--- config.mk ---
export PLATFORM = sky130hd
export DESIGN_NAME = icache_axi_refill
export DESIGN_NICKNAME = d
export VERILOG_FILES = /design/src/rtl/icache_axi_refill.sv
export SDC_FILE = /design/constraint.sdc
export NUM_CORES = 1
export LEC_CHECK = 0
export ABC_CLOCK_PERIOD_IN_PS = 2700
export CORE_MARGIN = 5
export CORE_UTILIZATION = 40
export DETAILED_ROUTE_END_ITERATION = 7
export PLACE_DENSITY = 0.8
export SLEW_MARGIN = 30
export SYNTH_ARGS = -nofsm -noshare
export SYNTH_HDL_FRONTEND = slang
export SYNTH_SLANG_ARGS = --single-unit
--- constraint.sdc ---
create_clock -name clk -period 2.7 [get_ports clk]
set_input_delay 0.54 -clock clk [delete_from_list [all_inputs] [get_ports clk]]
set_output_delay 0.54 -clock clk [all_outputs]
set_load 0.01 [all_outputs]
--- src/rtl/icache_axi_refill.sv ---
// -----------------------------------------------------------------------------
// icache_axi_refill
//
// Read-refill engine between the I-cache second stage and the AXI4 read
// channel. A one-cycle miss request starts a single AXI4 INCR burst: 8 beats of
// 32 bit for a cached line, or 1 beat for an uncached fetch. Returned beats are
// assembled into a 256-bit line. Completion is signalled by a one-cycle rend_o
// pulse. The line then stays stable until the next accepted request, so the
// stage-2 word select and the cache install can both read it.
//
// Ports
//   clk, rst_n        clock, asynchronous active-low reset
//   req_i             refill request (sampled only while idle)
//   addr_i            physical fetch address
//   uncached_i        1 = single-beat uncached read
//   busy_o            high whenever the engine is not idle
//   rend_o            one-cycle pulse, line_o valid
//   rerr_o            one-cycle pulse with rend_o if any beat had rresp != OKAY
//   line_o            assembled line, word k = bits [32k+31:32k]
//   ar*_o, arready_i  AXI4 read-address channel (single outstanding burst)
//   r*_i, rready_o    AXI4 read-data channel (rid_i is not checked)
// -----------------------------------------------------------------------------
module icache_axi_refill #(
    parameter logic [3:0] ARID_VAL = 4'd0
) (
    input  logic         clk,
    input  logic         rst_n,

    // Refill request side
    input  logic         req_i,
    input  logic [31:0]  addr_i,
    input  logic         uncached_i,
    output logic         busy_o,
    output logic         rend_o,
    output logic         rerr_o,
    output logic [255:0] line_o,

    // AXI4 read-address channel
    output logic [3:0]   arid_o,
    output logic [31:0]  araddr_o,
    output logic [7:0]   arlen_o,
    output logic [2:0]   arsize_o,
    output logic [1:0]   arburst_o,
    output logic         arlock_o,
    output logic [3:0]   arcache_o,
    output logic [2:0]   arprot_o,
    output logic         arvalid_o,
    input  logic         arready_i,

    // AXI4 read-data channel
    input  logic [3:0]   rid_i,
    input  logic [31:0]  rdata_i,
    input  logic [1:0]   rresp_i,
    input  logic         rlast_i,
    input  logic         rvalid_i,
    output logic         rready_o
);

    typedef enum logic [1:0] {
        S_IDLE = 2'd0,
        S_ADDR = 2'd1,
        S_DATA = 2'd2,
        S_DONE = 2'd3
    } state_e;

    state_e         state_q,    state_d;
    logic [31:0]    addr_q,     addr_d;
    logic           uncached_q, uncached_d;
    logic [2:0]     cnt_q,      cnt_d;
    logic           full_q,     full_d;   // word 7 written; further beats dropped
    logic           err_q,      err_d;
    logic [255:0]   line_q,     line_d;

    // rid_i is ignored because only one burst is ever outstanding; the low
    // address bits are dropped by the alignment of both request kinds.
    logic unused_inputs;
    assign unused_inputs = ^{rid_i, addr_i[1:0]};

    // -------------------------------------------------------------------------
    // State register
    // -------------------------------------------------------------------------
    // NOTE: the line is an ordinary 256-bit register, not a memory array, so it
    // is cleared by reset like every other flop; a mid-burst reset must never
    // expose a half-assembled line.
    always_ff @(posedge clk or negedge rst_n) begin
        if (!rst_n) begin
            state_q    <= S_IDLE;
            addr_q     <= '0;
            uncached_q <= 1'b0;
            cnt_q      <= '0;
            full_q     <= 1'b0;
            err_q      <= 1'b0;
            line_q     <= '0;
        end else begin
            // NOTE: non-blocking assignments so every flop samples the
            // pre-edge value of every other flop, independent of statement order.
            state_q    <= state_d;
            addr_q     <= addr_d;
            uncached_q <= uncached_d;
            cnt_q      <= cnt_d;
            full_q     <= full_d;
            err_q      <= err_d;
            line_q     <= line_d;
        end
    end

    // -------------------------------------------------------------------------
    // Next-state logic
    // -------------------------------------------------------------------------
    always_comb begin
        // NOTE: every variable gets its hold value first, so no path through
        // the case below can leave one unassigned and infer a latch.
        state_d    = state_q;
        addr_d     = addr_q;
        uncached_d = uncached_q;
        cnt_d      = cnt_q;
        full_d     = full_q;
        err_d      = err_q;
        line_d     = line_q;

        case (state_q)
            S_IDLE: begin
                if (req_i) begin
                    // Cached lines align to 32 bytes, uncached fetches to a word.
                    addr_d     = uncached_i ? {addr_i[31:2], 2'b00}
                                            : {addr_i[31:5], 5'b00000};
                    uncached_d = uncached_i;
                    cnt_d      = '0;
                    full_d     = 1'b0;
                    err_d      = 1'b0;
                    line_d     = '0;
                    state_d    = S_ADDR;
                end
            end

            S_ADDR: begin
                // arvalid_o is high here; the handshake completes on arready_i.
                if (arready_i) begin
                    state_d = S_DATA;
                end
            end

            S_DATA: begin
                if (rvalid_i) begin
                    // A misbehaving slave that sends more than 8 beats must not
                    // clobber word 7, hence the separate full flag.
                    if (!full_q) begin
                        line_d[{cnt_q, 5'b00000} +: 32] = rdata_i;
                    end
                    err_d = err_q | (rresp_i != 2'b00);
                    if (cnt_q == 3'd7) begin
                        full_d = 1'b1;
                    end else begin
                        cnt_d = cnt_q + 3'd1;
                    end
                    // An early rlast ends the transfer; unwritten words stay 0.
                    if (rlast_i) begin
                        state_d = S_DONE;
                    end
                end
            end

            S_DONE: begin
                state_d = S_IDLE;
            end

            default: begin
                state_d = S_IDLE;
            end
        endcase
    end

    // -------------------------------------------------------------------------
    // Outputs: decoded from state and registered fields only, so there is no
    // combinational path from any AXI input back to arvalid_o or rready_o.
    // -------------------------------------------------------------------------
    assign busy_o    = (state_q != S_IDLE);
    assign arvalid_o = (state_q == S_ADDR);
    assign rready_o  = (state_q == S_DATA);
    assign rend_o    = (state_q == S_DONE);
    assign rerr_o    = (state_q == S_DONE) & err_q;
    assign line_o    = line_q;

    assign arid_o    = ARID_VAL;
    assign araddr_o  = addr_q;
    assign arlen_o   = uncached_q ? 8'd0 : 8'd7;
    assign arsize_o  = 3'b010;          // 4 bytes per beat
    assign arburst_o = 2'b01;           // INCR
    assign arlock_o  = 1'b0;
    assign arcache_o = 4'b0000;
    assign arprot_o  = 3'b000;

endmodule

=== After elaboration in Yosys (flattened, before gate mapping) ===
Cells that the tools add are included.
W data, S select, Z words.

* Memory bits (writable): 0
* Memory bits (read-only): 0
* Latch bits: 0
* Input bits: 77
* Memories kept: 0
* Bits in registers: 296
* Word-level logic and storage cells: 56
* Output and inout bits: 318

* Order comparisons: 0
* Mux-type cells: 22
* Eq/ne operators: 11
* Div/mod/pow operators: 0
* Bitwise operators: 2
* Add/sub/neg operators: 2
* Reduce and logical (&&, ||, !) cells: 10
* $mul: 0
* Shift operators: 2

{| class="wikitable"
|+ Operators by type and width
! kind !! number
|-
| $mux W256 || 3
|-
| $pmux W256 S2 || 1
|-
| $bwmux W256 || 1
|-
| $shift A32 B10 Y256 const A || 1
|-
| $shiftx A32 B10 Y256 || 1
|-
| $reduce_and A4 Y1 || 4
|-
| $mux W3 || 4
|-
| $ne A2 B2 Y1 const B || 5
|-
| $neg A8 Y10 || 1
|-
| $mux W2 || 4
|-
| $pmux W2 S4 || 1
|-
| $pmux W3 S2 || 1
|-
| $reduce_bool A2 Y1 || 3
|-
| $mux W5 || 1
|-
| $eq A2 B2 Y1 const B || 2
|-
| $mux W1 || 4
|-
| $ne A2 B1 Y1 const B || 2
|-
| $pmux W1 S2 || 2
|-
| $add A3 B1 Y3 const B || 1
|-
| $eq A3 B3 Y1 const B || 1
|-
| $reduce_and A3 Y1 || 1
|-
| $eq A2 B1 Y1 const B || 1
|-
| $logic_not A2 Y1 || 1
|-
| $reduce_and A2 Y1 || 1
|-
| other kinds (2) || 2
|}

=== Longest topological paths before layout ===
Gate-level depths: netlist of run 1.

* Word-level depth: 6
* Depth in mapped cells: 10
* Mapped depth without buffers: 7

=== Worst setup path after synthesis of run 1 ===
OpenSTA, ideal clock, no wires.

* Kind: register -> register
* Start: register cnt_q[0]
* End: register line_q[162], in the netlist line_o[162]
* Cell stages (with the launch flop): 11
* Setup time: 0.128 ns
* Slack: 0.288 ns
* Clock period less this slack: 2.412 ns
* Data required time: 2.572 ns
* Data arrival time: 2.284 ns
* Path buffers: 3
* Cells stage by stage: dfrtp_1 -> buf_2 -> inv_1 -> ha_1 -> ha_1 -> nand2b_1 -> or3_1 -> clkbuf_1 -> clkbuf_1 -> nor2_1 -> mux2_1

* Word-level cells in the longest chain between the ends: 6
* Elaborated cells on any way between the ends: 7
* Classes of those cells: add/sub: 1; shift: 2; mux: 4

{| class="wikitable"
|+ RTL lines
! item !! line !! RTL
|-
| start: declaration || 69 || <nowiki>logic [2:0] cnt_q, cnt_d;</nowiki>
|-
| start signal: assignment || 100 || <nowiki>cnt_q <= cnt_d;</nowiki>
|-
| $neg A8 Y10 (*) || 148 || <nowiki>line_d[{cnt_q, 5'b00000} +: 32] = rdata_i;</nowiki>
|-
| $shiftx A32 B10 Y256 / $shift A32 B10 Y256 (equally long branches) || 148 ||
|-
| $bwmux W256 (*) || 148 ||
|-
| $mux W256 (*) || 147 || <nowiki>if (!full_q) begin</nowiki>
|-
| $mux W256 (*) || 144 || <nowiki>if (rvalid_i) begin</nowiki>
|-
| $pmux W256 S2 (*) || 121 || <nowiki>case (state_q)</nowiki>
|-
| end signal: assignment || 103 || <nowiki>line_q <= line_d;</nowiki>
|-
| end: declaration || 72 || <nowiki>logic [255:0] line_q, line_d;</nowiki>
|}

Every way passes the cells marked *; elsewhere a longest branch is shown, timed or not. The select of a mux whose other input is x is not followed.
A chain may end at the register's enable or synchronous reset.

=== Final worst setup path of run 1 ===
* Start: register state_q[0]
* End: output port rready_o

* Word-level cells in the longest chain between the ends: 1

{| class="wikitable"
|+ RTL lines
! item !! line !! RTL
|-
| start: declaration || 66 || <nowiki>state_e state_q, state_d;</nowiki>
|-
| start signal: assignment || 97 || <nowiki>state_q <= state_d;</nowiki>
|-
| $eq A2 B2 Y1 || 179 || <nowiki>assign rready_o = (state_q == S_DATA);</nowiki>
|-
| end: declaration || 56 || <nowiki>output logic rready_o</nowiki>
|}

Every way passes these cells.

==> impl.org, run 1 <==
** Run status
- The run finished with clean final reports.

** Pwr
- Maximum vdd drop :: 0.537 mV
- The design draws 13.8 mW.
- Power spread over the standard cell area amounts to 800 nW/um2.
- Leakage dissipation :: 7.81 nW

** Logic synthesis
- Share of the synthesized area in the top cell type :: 61.5%
- Xor and xnor area share after synthesis :: 0.0732%
- Avg Cell Area, Syn :: 13.0 um2
- Ys async rst share :: 100%
- In this run, synthesis inferred 0 flip-flops with an integrated enable.
- Post-synth cell types :: 39
- Number of instances in the synthesized netlist :: 923
- The synthesized netlist devotes 1.25% of its cell area to adder and majority cells.
- The most used flip-flop cell after synthesis is sky130_fd_sc_hd__dfrtp_1.
- During synthesis, Yosys emitted a total of 0 warnings.
- Fraction of the mapped netlist area in compound gates :: 10.6%
- The share of the Yosys chip area taken by registers is 61.5%.
- The biggest area contributor in the post-synthesis netlist is sky130_fd_sc_hd__dfrtp_1.
- Sorting the synthesized cells by area gives the leading types as sky130_fd_sc_hd__dfrtp_1 61%, sky130_fd_sc_hd__mux2_2 14%, sky130_fd_sc_hd__a22o_1 9.4%.
- Dominant combinational cell family by area after synthesis :: multiplexers
- Summing every instance area after synthesis gives 12,000 um2.
- The portion of synthesized area spent on multiplexers is 14.8%.
- Of the total synthesized cell area, the portion taken by AND, OR, NAND and NOR gates is 7.55%.
- Yosys reg bits :: 294

** Run
- Max-cap violations in this run came to 0.

** Worst hold path
- Min-delay worst type :: flip-flop to flip-flop
- Hold depth :: 2

** STA
- Setup skew after layout :: 0.0147 ns
- Setup violations remaining at the end of the flow were counted as 0.
- Clock period minus worst slack :: 2.59 ns
- The final-report max-slew violation count was 0.
- Hold timing on the final database bottoms out at a slack of 0.488 ns.
- Setup repair after global routing left no endpoint under its margin.
- For the final routed database, the setup TNS stands at 0 ns.
- Slew Limit Headroom :: 45.3%
- At the pin with the least slew margin, the transition time is 0.821 ns.
- The hold violation total from the final report came to 0.
- Upper clock frequency limit :: 387 MHz
- After layout, the worst path uses 95.8% of the clock period.

** Cells and area
- Post-layout net count :: 1,392
- In the layout the commonest cells are 363 x sky130_fd_sc_hd__clkdlybuf4s50_1, 294 x sky130_fd_sc_hd__dfrtp_1, 150 x sky130_fd_sc_hd__mux2_2.
- After filler insertion, the fill cell instance count of the layout stands at 2,387.
- Cells fill 58.5% of the core in the end.
- Compared with the post-synthesis result, the final layout area differs by 44.6%.
- Area of all sequential standard cells :: 7360 um2
- Leaving out fill and tap cells, the most frequent cell in the layout is sky130_fd_sc_hd__clkdlybuf4s50_1.
- Count of inserted antenna diode cells :: 0
- The finished layout holds 1,716 standard cells, fillers aside.
- Fraction of layout instances using a drive strength above 1 :: 20.0%
- Area used by multi-input combinational logic :: 4250 um2

** Floorplan
- The initial utilization of the core area, before any placement, comes to 40.5%.
- The die covers 33,500 um2.
- In this run the count of I/O pins placed on the die edge is 395.
- The die is 183 um wide.
- In this run the standard cell core region covers 29,600 um2.
- Row generation in the floorplan step produced 63 rows.
- From bottom edge to top edge, the die measures 183 um.

** GRT
- Global routing usage summed across all routing layers :: 21.4%
- The global routing stage identified its most utilized layer as met2.
- Via count of the first global-routing pass :: 9,468
- Wire length of the first global-routing pass :: 56,700 um
- Aggregate global routing overflow :: 0
- GR Layer Usage met3 :: 6.01%
- The number of antenna violations at the first check in global routing was 0.
- GR Util met1 :: 27.4%
- Pin count of the biggest net entering global routing :: 68
- For met2 alone, demand over resource in global routing was 36.4%.

** Route
- Initial DRC count :: 508
- Total via count in the routed design :: 8,930
- The final layout contains routed wiring with a total length of 37,000 um.
- Remaining number of nets flagged by the antenna check after routing :: 0
- In the final routed layout, each cell accounts on average for 21.6 um.
- Average via count per standard cell :: 5.20
- In the routed design, unresolved DRC markers number 0.
- The first detailed-routing pass ran for 5 iterations.

** Clock network
- The tree built by TritonCTS fans out to 294 sinks.
- CTS H-tree depth :: 1
- Counting the buffers created by CTS gives 30.
- Cell at the root of the clock tree :: sky130_fd_sc_hd__clkbuf_16
- TritonCTS built the clock tree.
- Max Root-Sink Buffers :: 3
- Clk Latency, worst-skew pair :: 0.55 ns
- Setup bufs post-CTS :: 0
- After clock tree synthesis, the clock-pin slew on the worst setup and hold paths is 0.06 ns.

** Place
- RD Place Congestion :: 0.832
- The count of buffers added on input and output ports is 364.
- After detailed placement, the design holds a cell count of 1,660.
- Estimated wirelength of the detail-placed design :: 26,900 um

** Worst setup path
- Data on the critical path arrives at its endpoint at 2.05 ns.
- Path depth of the worst reg2reg path :: 7
- Critical path class :: flip-flop to output port
- The worst setup path is launched from a flip-flop.
- Capturing element type of the critical path :: output port
- Largest fanout on the critical path :: 14
- In this design, the stage delay of the slowest critical-path cell is 0.61 ns.
- Max stage delay cell, worst path :: sky130_fd_sc_hd__clkdlybuf4s50_1
- Walking the worst path, the cells encountered are inv_1, ha_2, clkdlybuf4s50_1.
- Data required time of the worst path :: 2.16 ns
-- cell usage after synthesis, types with 2 or more instances --
cell type                  count
sky130_fd_sc_hd__a21o_1        2
sky130_fd_sc_hd__a22o_1      129
sky130_fd_sc_hd__buf_2        23
sky130_fd_sc_hd__buf_4        29
sky130_fd_sc_hd__clkbuf_1     36
sky130_fd_sc_hd__conb_1        2
sky130_fd_sc_hd__dfrtp_1     294
sky130_fd_sc_hd__ha_1         12
sky130_fd_sc_hd__inv_1         9
sky130_fd_sc_hd__mux2_1        5
sky130_fd_sc_hd__mux2_2      150
sky130_fd_sc_hd__mux2i_1       2
sky130_fd_sc_hd__nand2_1      47
sky130_fd_sc_hd__nand2b_1      6
sky130_fd_sc_hd__nand3_1       3
sky130_fd_sc_hd__nand4_1       4
sky130_fd_sc_hd__nor2_1      132
sky130_fd_sc_hd__nor2b_1       3
sky130_fd_sc_hd__nor3_1        3
sky130_fd_sc_hd__nor4_4        3
sky130_fd_sc_hd__o21ai_0       6
sky130_fd_sc_hd__o22ai_1       2
sky130_fd_sc_hd__or3_1         5
-- what timing repair did --
item / 4_1_cts / 5_1_grt
hold buffers: 1 / 0
endpoints found under the hold margin: 51 / 0
gates resized for setup: 1 / 0
endpoints found under the setup margin: 1 / 0
-- path summary, 6_finish.rpt --
check | startpoint | end | slack (ns)
max reg2reg | state_q[0]$_DFFE_PN0P_ | line_o[162]$_DFFE_PN0P_ | 0.25
max | state_q[0]$_DFFE_PN0P_ | rready_o | 0.11
min | araddr_o[4]$_DFFE_PN0P_ | araddr_o[4]$_DFFE_PN0P_ | 0.49
min in group asynchronous | rst_n | line_o[213]$_DFFE_PN0P_ | 0.52
max in group asynchronous | rst_n | line_o[64]$_DFFE_PN0P_ | 1.42
min reg2reg | araddr_o[4]$_DFFE_PN0P_ | araddr_o[4]$_DFFE_PN0P_ | 0.49
-- area by class of cell --
cell class / instances / area share (%)
well taps: 390 / 2.82
flip-flops and latches: 294 / 42.5
clock inverters: 12 / 0.709
multi-input cells: 553 / 24.5
repair buffers: 415 / 24.0
inverters: 9 / 0.195
clock buffers: 43 / 5.21
-- report_power, final --
part           switching, mW  internal, mW
Clock                   1.72          2.51
Sequential             0.214          4.81
Combinational           2.52          2.07
-- worst max-delay path: cells and delay by family (launching register included) --
kind / cells / cell delay [ns]
buffers and inverters: 2 / 0.72
flip-flops: 1 / 0.41
adder cells (fa/ha/maj): 1 / 0.37
-- layer usage --
| metal | wire length (um) | share of wire [%] |
|---|---|---|
| met1 | 15000 | 41 |
| met3 | 3140 | 8.5 |
| met5 | 0 | 0 |
| met4 | 884 | 2.4 |
| met2 | 18000 | 49 |
-- sequential cells by signal (all words and copies together), names as in the netlist --
register and cells:
uncached_q 1, state_q 2, araddr_o 30, line_o 256, cnt_q 3, err_q 1, full_q 1
-- kinds of logic (layout without fill, tap and decap cells) --
| family | count (synthesis) | in the layout |
|---|---|---|
| compound gates | 150 | 150 |
| xor+xnor | 1 | 1 |
| fa+ha+maj | 12 | 12 |
| buf+inv | 98 | 479 |
| flops | 294 | 294 |
| mux | 157 | 157 |
| other cells | 2 | 24 |
| simple gates | 209 | 209 |
-- per-stage QoR --
stage                     worst slack (ns)  area [um2]
after floorplan                      0.288       12100
after global placement               0.126       16200
after detailed placement            0.0706       16300
after CTS                            0.101       17300
after global routing                0.0400       17300
final                                0.113       17300
Power figures use the tool's default switching activity.
==> run 2, diff against run 1 <==
GPL_TIMING_DRIVEN = 0   (was default)
==> impl.org, run 2 (synthesis results as in run 1) <==
** Run status
- The run finished with clean final reports.

** Clock network
- TritonCTS built the clock tree.
- The tree is rooted in a sky130_fd_sc_hd__clkbuf_16.
- The number of clock buffers added by TritonCTS is 31.
- After clock tree synthesis, the clock-pin slew on the worst setup and hold paths is 0.06 ns.
- Clock Sinks :: 294
- In this run the deepest clock path goes through 3 buffers.
- In this run the number of H-tree levels came out at 1.
- The later pin in the worst-skew pair is clocked with a latency of 0.56 ns.

** Place
- Detailed placement ended at an HPWL of 27,800 um.
- Setup Slack @ Placement :: -0.325 ns
- RD Place Congestion :: 0.808
- Input and output buffers added on the ports amount to 364.

** Run
- Count of max-cap constraint violations :: 0

** Route
- The routed layout has 9,090 vias.
- Detailed-route wire length per cell :: 21.4 um
- In the routed layout, each cell is associated on average with a via count of 5.13.
- After detailed routing, the number of remaining DRC violations is 0.
- Remaining number of nets flagged by the antenna check after routing :: 0
- After the first detailed-routing iteration, the DRC count stood at 445.
- DR pass1 iterations :: 5
- Routed wire length :: 37,900 um

** STA
- Fin Setup TNS :: 0 ns
- Upper clock frequency limit :: 386 MHz
- Worst Max-Slew Pin Slew :: 0.681 ns
- The worst path uses 96.1% of the clock period.
- Final setup violating endpoints :: 0
- Max-slew violation count :: 0
- The hold violation total from the final report came to 0.
- Setup skew after layout :: 0.0136 ns
- Measured against its own limit, the worst slew margin works out to 54.3%.
- Clock period minus worst slack :: 2.59 ns
- Final worst-path setup slack :: 0.106 ns

** Worst setup path
- For flop-to-flop paths, the worst setup slack is 0.11 ns.
- Among the stages of the critical path, the cell type that occurs most often is sky130_fd_sc_hd__ha_1.
- Path depth of the worst reg2reg path :: 9
- The startpoint identified for the worst register-to-register timing path is cnt_q[0]$_DFFE_PN0P_.
- In this design, the largest share of critical-path delay is due to buffers and inverters.
- For this run, the slowest stage of the critical path takes 0.41 ns.
- The setup path with the least slack is of type flip-flop to flip-flop.
- Data required time of the worst path :: 3.14 ns
- Of all nets on the critical path, the largest fanout is 10.
- List of cells traversed by the critical path :: clkbuf_4, inv_1, ha_1, ha_1, nand2_2, nand4_1, buf_4, buf_2, mux2_2
- Kind of start point of the critical path :: flip-flop
- In this run the critical register-to-register path is captured at line_o[173]$_DFFE_PN0P_.
- The slowest stage of the critical path is the sky130_fd_sc_hd__dfrtp_1 cell.
- STA classifies the critical path endpoint as a flip-flop.
- For the worst setup path, the data arrival time is 3.03 ns.
- Count of buffering cells on the critical path with inverters included :: 4

** Cells and area
- Count of inserted antenna diode cells :: 0
- Leading cell type in the layout, fill and taps excluded :: sky130_fd_sc_hd__clkdlybuf4s50_1
- Of the cells placed in the final design, the portion with a size suffix greater than 1 is 23.0%.
- Synth-to-layout area growth :: 46.5%
- The register with the most flip-flops in the layout has 256 of them.
- Most frequent cells in the layout :: 363 x sky130_fd_sc_hd__clkdlybuf4s50_1, 294 x sky130_fd_sc_hd__dfrtp_1, 150 x sky130_fd_sc_hd__mux2_2
- Post-layout net count :: 1,448

** Pwr
- Power spread over the standard cell area amounts to 788 nW/um2.
- Internal power contribution :: 9.32 mW
- Power spent charging and discharging nets :: 4.50 mW
- Combinational logic is responsible for 33.0% of the overall power.
- Maximum vdd drop :: 0.480 mV
- For this design the static power due to leakage is 8.02 nW.
- Share of power burned in the clock network :: 30.5%
- Summing internal, switching and leakage power gives 13.8 mW.
- In this run, flip-flops and latches consume 36.6% of the power.
- Fraction of power spent switching nets :: 32.5%

** GRT
- Global routing used 22.0% of the available tracks across all layers.
- The first global-routing pass estimated 58,200 um of wire.
- The total overflow left after global routing is 0.
- Number of antenna violations at the first check in global routing :: 0
- Pin count of the biggest net entering global routing :: 83
- The via count of the first global-routing pass is 9,736.

** Worst hold path
- For hold timing, the worst endpoint is line_o[98]$_DFFE_PN0P_.
- Min-delay worst type :: flip-flop to flip-flop
- Hold depth :: 1
- The startpoint identified for the worst hold timing path is line_o[98]$_DFFE_PN0P_.

** Floorplan
- Number of placed I/O pins :: 395
- The initialized floorplan defines 63 standard-cell rows.
- The die is 183 um tall.
- Once the floorplan was initialized, standard cells occupied 40.5% of the core.
- Die Outline Area :: 33,500 um2
- Area of the placeable core :: 29,600 um2
- The die is 183 um wide.
-- run 2: cell count changes in the layout (fill, tap and decap cells not counted), moves of 2 or more --
cell	change
sky130_fd_sc_hd__buf_12	-8
sky130_fd_sc_hd__clkbuf_4	+7
sky130_fd_sc_hd__or3_4	+5
sky130_fd_sc_hd__buf_2	+22
sky130_fd_sc_hd__clkbuf_2	+16
sky130_fd_sc_hd__clkbuf_1	+8
sky130_fd_sc_hd__buf_16	+2
sky130_fd_sc_hd__buf_4	+9
sky130_fd_sc_hd__or3_1	-4
-- run 2: worst reg2reg max path: stages, from the launching register on --
cell and delay [ns]:
sky130_fd_sc_hd__dfrtp_1 0.41, sky130_fd_sc_hd__clkbuf_4 0.22, sky130_fd_sc_hd__inv_1 0.08, sky130_fd_sc_hd__ha_1 0.23, sky130_fd_sc_hd__ha_1 0.39, sky130_fd_sc_hd__nand2_2 0.17, sky130_fd_sc_hd__nand4_1 0.15, sky130_fd_sc_hd__buf_4 0.16
sky130_fd_sc_hd__buf_2 0.29, sky130_fd_sc_hd__mux2_2 0.39
-- run 2: per-layer routing --
layer	track usage [%]	part of all wire [%]	wire length (um)	vias up
li1	-	-	-	4073
met1	27.8	40	15300	4588
met2	36.9	48	18100	361
met3	6.72	8.9	3350	68
met4	5.69	3.0	1120	0
met5	0	0	0	-
-- run 2: power groups by stage --
stage               Combinational (mW)  Sequential [mW]  Clock, mW
finish                            4.55             5.05       4.21
global route                      4.88             5.10       4.48
CTS                               4.52             5.05       4.29
detailed placement                4.34             5.12          0
global placement                  4.22             5.11          0
floorplan                         2.24             5.26          0
-- run 2: worst max path at each step --
stage / from / end / slack (ns) / cells past startpoint
floorplan: cnt_q[0]$_DFFE_PN0P_ / line_o[162]$_DFFE_PN0P_ / 0.29 / 10
CTS: cnt_q[0]$_DFFE_PN0P_ / line_o[16]$_DFFE_PN0P_ / 0.009 / 9
global route: cnt_q[0]$_DFFE_PN0P_ / line_o[176]$_DFFE_PN0P_ / -0.02 / 9
detailed placement: cnt_q[0]$_DFFE_PN0P_ / line_o[173]$_DFFE_PN0P_ / -0.32 / 10
finish: cnt_q[0]$_DFFE_PN0P_ / line_o[173]$_DFFE_PN0P_ / 0.11 / 9
global placement: rst_n / line_o[154]$_DFFE_PN0P_ / -11.41 / 1
-- run 2: layout make-up --
type                    count  area, um2
well taps                 390        488
multi-input cells         553       4250
clock buffers              45        918
repair buffers            387       3880
plain buffers              83        502
fillers                  2362      12000
clock inverters            12        104
flip-flops and latches    294       7360
inverters                   9       33.8
-- run 2: what timing repair did --
| item | CTS | global route |
|---|---|---|
| setup endpoints to repair | 240 | 243 |
| buffers inserted | 19 | 0 |
| hold buffers | 1 | 0 |
| resized for setup | 24 | 39 |
| pin swaps | 7 | 0 |
| endpoints found under the hold margin | 64 | 0 |
-- run 2: metrics by stage --
| step | utilization, % | std cells | area [um2] | hold slack [ns] |
|---|---|---|---|---|
| 6_report | 59.3 | 1773 | 17500 | 0.486 |
| 5_1_grt | 59.3 | 1773 | 17500 | 0.502 |
| 4_1_cts | 59.2 | 1775 | 17500 | 0.493 |
| 3_5_place_dp | 55.1 | 1702 | 16300 | 0.471 |
| 3_3_place_gp | 54.7 | 1699 | 16200 | 0.464 |
| 2_1_floorplan | - | 945 | 12100 | 0.244 |
==> run 3, diff against run 2 <==
CTS_BUF_LIST = sky130_fd_sc_hd__clkbuf_4 sky130_fd_sc_hd__clkbuf_8   (was default)
==> impl.org, run 3 (synthesis results as in run 1) <==
** Run status
- Outcome :: complete, no violations

** Route
- Total via count in the routed design :: 9,151
- The first detailed-routing pass took 4 iterations.
- After the first detailed-routing iteration, the DRC count stood at 389.
- Once detail routing completed, the nets flagged for antenna violations numbered 0.
- Average via count per standard cell :: 5.07
- After detailed routing, the number of remaining DRC violations is 0.
- The routed design has 37,900 um of wire.
- Detailed-route wire length per cell :: 21.0 um

** Worst setup path
- The slowest stage of the critical path belongs to the cell sky130_fd_sc_hd__dfrtp_1.
- The startpoint identified for the worst register-to-register timing path is cnt_q[0]$_DFFE_PN0P_.
- STA classifies the critical path startpoint as a flip-flop.
- CP Data Arrival Time :: 3.04 ns
- Most used cell along the critical path :: sky130_fd_sc_hd__ha_1
- The worst setup path is captured at a flip-flop.
- Data on the critical path is required at its endpoint by 3.13 ns.
- Path depth of the worst reg2reg path :: 9
- The largest single stage delay on the critical path is 0.40 ns.
- Critical path class :: flip-flop to flip-flop
- The worst register-to-register path ends at line_o[173]$_DFFE_PN0P_.
- Register-to-register path setup slack :: 0.1 ns
- Of all nets on the critical path, the largest fanout is 10.
- List of cells traversed by the critical path :: clkbuf_4, inv_1, ha_1, ha_1, nand2_2, nand4_1, buf_4, buf_2, mux2_2

** Clock network
- Max Root-Sink Buffers :: 3
- Clk pin slew, worst setup/hold paths :: 0.06 ns
- TritonCTS clock tree :: done
- For the worst-skew pair, the clock arrives at the later sink with an insertion delay of 0.56 ns.
- Clock Sinks :: 294
- Cell at the root of the clock tree :: sky130_fd_sc_hd__clkbuf_8
- TritonCTS created 49 clock buffers.
- CTS built an H-tree with a depth of 2.

** Pwr
- Summed over all cells, the static leakage comes to 8.11 nW.
- Power per cell area :: 792 nW/um2
- IR analysis of the VDD net gives a maximum drop of 0.514 mV.

** GRT
- Aggregate global routing overflow :: 0
- The number of antenna violations at the first check in global routing is 0.
- Global routing used 22.1% of the available tracks across all layers.
- Via count of the first global-routing pass :: 9,867
- Entering global routing, the biggest net connects 83 pins.
- Wire length of the first global-routing pass :: 58,300 um

** Cells and area
- Synth-to-layout area growth :: 47.3%
- Most frequent cells in the layout :: 363 x sky130_fd_sc_hd__clkdlybuf4s50_1, 294 x sky130_fd_sc_hd__dfrtp_1, 150 x sky130_fd_sc_hd__mux2_2
- Max FFs per register :: 256
- Fraction of layout instances using a drive strength above 1 :: 25.2%
- Once layout is complete, the cells apart from fillers number 1,805.
- Count of inserted antenna diode cells :: 0
- Leaving out fill and tap cells, the most frequent cell in the layout is sky130_fd_sc_hd__clkdlybuf4s50_1.
- The net count of the finished layout is 1,465.

** STA
- Max-slew violation count :: 0
- Upper clock frequency limit :: 384 MHz
- The hold violation total from the final report was 0.
- Slew Limit Headroom :: 53.8%
- Ratio of final minimum period to clock period :: 96.5%
- Final worst-path setup slack :: 0.0953 ns
- Clock period minus worst slack :: 2.60 ns
- Worst Max-Slew Pin Slew :: 0.688 ns
- The clock arrives with 0.0201 ns of skew.
- Final setup violating endpoints :: 0

** Place
- Estimated wirelength of the detail-placed design :: 27,800 um
- The count of buffers added on input and output ports is 364.
- Cell count after placement :: 1,702
- RD Place Congestion :: 0.808
- OpenSTA, run right after detailed placement, puts the worst setup slack at -0.325 ns.

** Floorplan
- In this run the core area contains 63 standard-cell rows.
- Measured along the x axis, the die boundary spans 183 um.
- The die covers 33,500 um2.
- Area of the placeable core :: 29,600 um2
- Once the floorplan was initialized, standard cells occupied 40.5% of the core.
- 395 I/O pins were placed.
- The floorplan step set the die height to 183 um.

** Worst hold path
- Endpoint, Worst Hold :: araddr_o[2]$_DFFE_PN0P_
- The startpoint identified for the worst hold timing path is araddr_o[2]$_DFFE_PN0P_.
- The worst hold path passes through 2 cells.
- The path class of the tightest hold or removal check is flip-flop to flip-flop.

** Run
- Max-cap violations in this run came to 0.
## run 3: cell count changes in the layout (fill, tap and decap cells not counted), moves of 2 or more
cell                        delta
sky130_fd_sc_hd__clkbuf_16    -31
sky130_fd_sc_hd__clkbuf_1      -6
sky130_fd_sc_hd__buf_4         +2
sky130_fd_sc_hd__clkbuf_8     +56
sky130_fd_sc_hd__clkinv_2      -3
sky130_fd_sc_hd__clkbuf_4     +16
## run 3: critical path: cells and delay by family (launching register included)
family,cells,cell delay (ns)
adder cells (fa/ha/maj),2,0.62
buffers and inverters,4,0.76
flip-flops,1,0.40
multiplexers,1,0.38
AND/OR/NAND/NOR,2,0.31
## run 3: what timing repair did
item	CTS	global route
cloned	0	0
setup buffers	17	1
hold buffers	1	0
pin swaps	6	1
setup endpoints to repair	240	244
hold endpoints to repair	64	0
gates resized for setup	27	42
## run 3: metrics by stage
stage | setup TNS, ns | power, mW | hold WS (ns) | area [um2] | utilization (%)
CTS | 0 | 14.0 | 0.484 | 17600 | 59.5
finish | 0 | 14.0 | 0.478 | 17600 | 59.6
detailed placement | -32.28 | 9.46 | 0.471 | 16300 | 55.1
floorplan | 0 | 7.50 | 0.244 | 12100 | -
global placement | -3371.56 | 9.33 | 0.464 | 16200 | 54.7
global route | -0.0508 | 14.6 | 0.500 | 17600 | 59.6
## run 3: metal layers
layer	share of wire [%]	GRT usage [%]	up-vias
met2	48	36.6	374
met3	9.1	7.60	68
met4	2.7	6.73	0
met1	40	27.5	4595
li1	-	-	4114
met5	0	0	-
## run 3: power breakdown
part           internal, mW  switching, mW
Combinational          2.05           2.49
Clock                  2.59           1.77
Sequential             4.81          0.242
## run 3: cell type report
cell class              count  area [um2]
plain buffers              83         505
clock buffers              83        1030
clock inverters             7        90.1
fillers                  2405       11900
inverters                   9        33.8
multi-input cells         553        4250
flip-flops and latches    294        7360
well taps                 390         488
repair buffers            386        3880
## run 3: worst max path at each step
stage / startpoint / cells after the start / slack, ns / endpoint
after floorplan: cnt_q[0]$_DFFE_PN0P_ / 10 / 0.29 / line_o[162]$_DFFE_PN0P_
after global placement: rst_n / 1 / -11.41 / line_o[154]$_DFFE_PN0P_
after detailed placement: cnt_q[0]$_DFFE_PN0P_ / 10 / -0.32 / line_o[173]$_DFFE_PN0P_
after CTS: cnt_q[0]$_DFFE_PN0P_ / 9 / 0.001 / line_o[20]$_DFFE_PN0P_
after global routing: cnt_q[0]$_DFFE_PN0P_ / 9 / -0.01 / line_o[176]$_DFFE_PN0P_
final: cnt_q[0]$_DFFE_PN0P_ / 9 / 0.1 / line_o[173]$_DFFE_PN0P_
